### src/rtl/mul_pipeline.sv
// mul_pipeline: five-stage pipelined integer multiplier with per-stage hazard tags for the stall unit.
// Define MUL_HIGH_EN to add issue_op_in and the MULH/MULHSU/MULHU high-half results.
module mul_pipeline #(
    parameter int XLEN       = 32,
    parameter int REG_ADDR_W = 5
) (
    input  logic                  clk,
    input  logic                  reset,
    input  logic                  issue_valid_in,
    output logic                  issue_ready_out,
    input  logic [REG_ADDR_W-1:0] issue_rd_in,
    input  logic [XLEN-1:0]       issue_a_in,
    input  logic [XLEN-1:0]       issue_b_in,
    input  logic                  issue_kill_in,
`ifdef MUL_HIGH_EN
    input  logic [1:0]            issue_op_in,
`endif
    input  logic                  wb_stall_in,
    output logic [REG_ADDR_W-1:0] m1_reg_dest_addr_out,
    output logic [REG_ADDR_W-1:0] m2_reg_dest_addr_out,
    output logic [REG_ADDR_W-1:0] m3_reg_dest_addr_out,
    output logic [REG_ADDR_W-1:0] m4_reg_dest_addr_out,
    output logic [REG_ADDR_W-1:0] m5_reg_dest_addr_out,
    output logic                  m1_is_mul_out,
    output logic                  m2_is_mul_out,
    output logic                  m3_is_mul_out,
    output logic                  m4_is_mul_out,
    output logic                  m5_is_mul_out,
    output logic                  wb_valid_out,
    output logic [REG_ADDR_W-1:0] wb_rd_out,
    output logic [XLEN-1:0]       wb_data_out
);
`ifdef MUL_HIGH_EN
    localparam int PW = 2*XLEN+2;
`else
    localparam int PW = XLEN;
`endif
    logic                       w_advance;
    logic [PW-1:0]              w_prod;
    logic [5:1]                 r_vld;
    logic [5:1][REG_ADDR_W-1:0] r_rd;
    logic [XLEN-1:0]            r_a;
    logic [XLEN-1:0]            r_b;
    logic [5:2][PW-1:0]         r_prod;

    assign w_advance       = ~wb_stall_in;
    assign issue_ready_out = w_advance;

`ifdef MUL_HIGH_EN
    logic [5:1][1:0] r_op;
    logic            w_a_sx;
    logic            w_b_sx;

    // Extending straight to the full product width gives the same bits as a signed (XLEN+1)x(XLEN+1) multiply.
    assign w_a_sx      = (r_op[1] == 2'b01 || r_op[1] == 2'b10) & r_a[XLEN-1];
    assign w_b_sx      = (r_op[1] == 2'b01) & r_b[XLEN-1];
    assign w_prod      = {{(XLEN+2){w_a_sx}}, r_a} * {{(XLEN+2){w_b_sx}}, r_b};
    assign wb_data_out = (r_op[5] == 2'b00) ? r_prod[5][XLEN-1:0] : r_prod[5][2*XLEN-1:XLEN];

    always_ff @(posedge clk or negedge reset) begin
        if (!reset) begin
            r_op <= '0;
        end else if (w_advance) begin
            r_op <= {r_op[4:1], issue_op_in};
        end
    end
`else
    assign w_prod      = r_a * r_b;
    assign wb_data_out = r_prod[5];
`endif

    // Kill drops the m1 entry on its way to m2; x0 destinations enter m1 as bubbles.
    always_ff @(posedge clk or negedge reset) begin
        if (!reset) begin
            r_vld  <= '0;
            r_rd   <= '0;
            r_a    <= '0;
            r_b    <= '0;
            r_prod <= '0;
        end else if (w_advance) begin
            r_vld  <= {r_vld[4:2], r_vld[1] & ~issue_kill_in, issue_valid_in & (issue_rd_in != '0)};
            r_rd   <= {r_rd[4:1], issue_rd_in};
            r_a    <= issue_a_in;
            r_b    <= issue_b_in;
            r_prod <= {r_prod[4:2], w_prod};
        end
    end

    assign m1_reg_dest_addr_out = r_rd[1];
    assign m2_reg_dest_addr_out = r_rd[2];
    assign m3_reg_dest_addr_out = r_rd[3];
    assign m4_reg_dest_addr_out = r_rd[4];
    assign m5_reg_dest_addr_out = r_rd[5];
    assign m1_is_mul_out        = r_vld[1];
    assign m2_is_mul_out        = r_vld[2];
    assign m3_is_mul_out        = r_vld[3];
    assign m4_is_mul_out        = r_vld[4];
    assign m5_is_mul_out        = r_vld[5];
    assign wb_valid_out         = r_vld[5];
    assign wb_rd_out            = r_rd[5];
endmodule

### config.mk
export PLATFORM = sky130hd
export DESIGN_NAME = mul_pipeline
export DESIGN_NICKNAME = d
export VERILOG_FILES = /design/src/rtl/mul_pipeline.sv
export SDC_FILE = /design/constraint.sdc
export NUM_CORES = 1
export LEC_CHECK = 0
export ABC_AREA = 1
export CAP_MARGIN = 20
export CORE_MARGIN = 4
export CORE_UTILIZATION = 58
export CTS_CLUSTER_SIZE = 28
export DETAILED_ROUTE_END_ITERATION = 6
export PLACE_DENSITY = 0.78
export SKIP_CTS_REPAIR_TIMING = 1
export SYNTH_ARGS = -nofsm -noshare
export SYNTH_HDL_FRONTEND = slang
export SYNTH_SLANG_ARGS = --single-unit
### constraint.sdc
create_clock -name clk -period 15.6 [get_ports clk]
set_clock_uncertainty 0.05 [all_clocks]
set_input_delay 2.34 -clock clk [delete_from_list [all_inputs] [get_ports clk]]
set_output_delay 2.34 -clock clk [all_outputs]
set_load 0.005 [all_outputs]
==> results_dict.tcl <==
set metrics [dict create \
    status "complete, no violations" \
    synth_largest_type_area_fraction 0.321 \
    ioPinCount 143 \
    clock_transition_at_the_registers_of_the_reported_paths_ns 0.06 \
    worstPathMaxFanout 24 \
    post_route_cells_drive_above_1_share 0.0320 \
    max_freq_mhz 134 \
    finalHoldWorstSlack_ns 0.431 \
    num_rows 76 \
    first_pass_iters 5 \
    floorplan.die.height_um 217 \
    finalCriticalPeriod_ns 7.47 \
    num-fill-cells 3659 \
    postSynth.asyncResetShare 1.00 \
    ys.warnings.count 0 \
    cp.required_ns 15.98 \
    transition_time_at_the_pin_with_the_least_slew_margin_ns 1.19 \
    slack_of_the_worst_reg_to_reg_path_ns 8.13 \
    synth_seq_area_share 0.218 \
    reg2reg_from "r_b[9]" \
    start_point_of_the_worst_hold_path "r_prod[52]" \
    detailedPlacementHpwl_um 47300 \
    total_wirelength_of_the_detailed_routed_design_um 61100 \
    core_region_area_um2 43300 \
    clock-sinks 222 \
    synth_edf_count 0 \
    initial_utilization 0.588 \
    antennaDiodeCount 0 \
    fin_crit_sh 0.479 \
    relSlewSlack 0.205 \
    drtAntennaViolNets 0 \
    critical_path.startpoint_type "flop" \
    mappedNetlistArea_um2 25500 \
    clkLatencyLatePin_ns 0.57 \
    post_synth_num_cell_types 44 \
    synth_top_cell_by_area "fa_1" \
    grt_antenna_before_repair 0 \
    worstSetupEndpointType "flop" \
    grt_setup_unrepaired "false" \
    worst_hold_path.num_cells 2 \
    dr_total_vias 19600 \
    synthesis.nets 3816 \
    synth.top_cells.by_area "fa_1 (32%), dfrtp_1 (22%), nand2_1 (15%)" \
    globalRouteOverflowTotal 0 \
    clock-root-buffer "clkbuf_16" \
    synthMostInstantiatedCell "nand2_1" \
    route.detailed.wl_per_inst_um 16.1 \
    fp.dieW_um 217 \
    post-route-drc-count 0 \
    synthesis.instances 3211 \
    port_buffers 142 \
    global_route_wire_length_before_repair_um 103000 \
    cts-buffers-inserted 25 \
    syn-mean-instance-area_um2 7.93 \
    post_synth_most_frequent_cells "nand2_1 (1,008), inv_1 (860), fa_1 (408), dfrtp_1 (222), o21ai_0 (158)" \
    hold_viol_final 0 \
    grt_start_max_net_pins 127 \
    clock_tree.htree_level_count 1 \
    max_capacitance_violation_total 0 \
    depth_of_the_worst_register_to_register_path 24 \
    design.die.area_um2 47300 \
    number_of_synthesized_register_bits 222 \
    crit-reg2reg-capture "r_prod[31]" \
    setup_viol 0 \
    grt_usage 0.269 \
    layout-area-overhead-vs-synth_pct 8.36 \
    tns_ns 0 \
    hp-class "reg -> reg" \
    cts_tree "done" \
    crit_arrival_ns 7.85 \
    clk_path_buf_depth 3 \
    finalMaxSlewViolations 0 \
    vias_in_the_first_global_route 20600 \
    worstSetupPathType "reg -> reg" \
    whs_endpoint "r_prod[84]" \
    synthFlopType "dfrtp_1" \
    drtIter0Drc 1305 \
    final_net_count 3806 \
    post_drt_via_cell_ratio 5.15 \
    gpl.final_weighted_congestion 0.922 \
]
==> flip-flops by register name (all words and copies together) (netlist names) <==
register              flops
m1_reg_dest_addr_out      5
r_prod                   96
wb_data_out              32
m4_reg_dest_addr_out      5
r_b                      32
m2_reg_dest_addr_out      5
m5_reg_dest_addr_out      5
r_a                      32
r_vld                     5
m3_reg_dest_addr_out      5
==> layer usage <==
layer	track usage	vias to the layer above	part of all wire
met2	0.438	714	0.48
li1	-	9046	-
met4	0.0909	0	0.038
met5	0	-	0
met1	0.363	9671	0.40
met3	0.0573	144	0.081
==> worst max-delay path by stage <==
stage                 from         end  depth (start not counted)
floorplan           r_b[6]  r_prod[24]                         26
global placement    r_b[8]  r_prod[31]                         24
detailed placement  r_b[8]  r_prod[31]                         24
CTS                 r_b[8]  r_prod[31]                         24
global route        r_b[8]  r_prod[31]                         24
finish              r_b[9]  r_prod[31]                         24
==> worst max-delay path, stage by stage, from the launching register on <==
cell     delay, ns
dfrtp_1       1.13
nand2_1       0.18
fa_1          0.55
inv_1         0.05
fa_1          0.53
inv_1         0.06
fa_1          0.55
inv_1         0.06
fa_1          0.38
inv_1         0.09
fa_1          0.45
fa_1          0.59
fa_1          0.44
fa_1          0.49
inv_1         0.04
ha_1          0.41
nand2_1       0.17
nor4_1        0.40
nand3_1       0.13
nand3_1       0.17
a21oi_1       0.11
inv_1         0.07
nand3_1       0.07
nand3_1       0.11
nand2_1       0.06
==> area by class of cell <==
type,count,area [µm²],area share
repair buffers,159,1560,0.0564
multi-input cells,1923,15700,0.568
flip-flops and latches,222,5560,0.201
inverters,870,3270,0.119
clock buffers,37,751,0.0272
well taps,585,732,0.0265
clock inverters,7,60.1,0.00218
==> layout by cell type (no fill, tap or decap), types with 11 or more instances in the layout <==
cell             instances
a21oi_1                 38
buf_4                   17
clkbuf_16               25
clkdlybuf4s50_1        140
dfrtp_1                222
fa_1                   408
ha_1                   123
inv_1                  860
nand2_1               1008
nand3_1                 57
nor2_1                  26
o21ai_0                158
or2_2                   11
==> through the flow <==
step                      setup WS [ns]  utilization  cell area, µm²  std cells
final                              8.13        0.637           27600       3803
after global routing               7.72        0.637           27600       3803
after CTS                          8.22        0.637           27600       3803
after detailed placement           8.26        0.619           26800       3759
after global placement             8.46        0.619           26800       3759
after floorplan                    9.04            -           25500       3211
==> cell families (layout without fill, tap and decap cells) <==
family | Yosys count | in the layout | share of synthesized area
and+or+nand+nor | 1143 | 1143 | 0.178
AOI/OAI and AO/OA | 227 | 227 | 0.0474
adders and majority gates | 531 | 531 | 0.381
DFF | 222 | 222 | 0.218
xor gates and xnor gates | 22 | 22 | 0.00875
buffers and inverters | 1066 | 1073 | 0.167
Power is left out: the tool's default activity adds up to more than one toggle a clock period on the data nets, which glitch-free logic cannot reach.
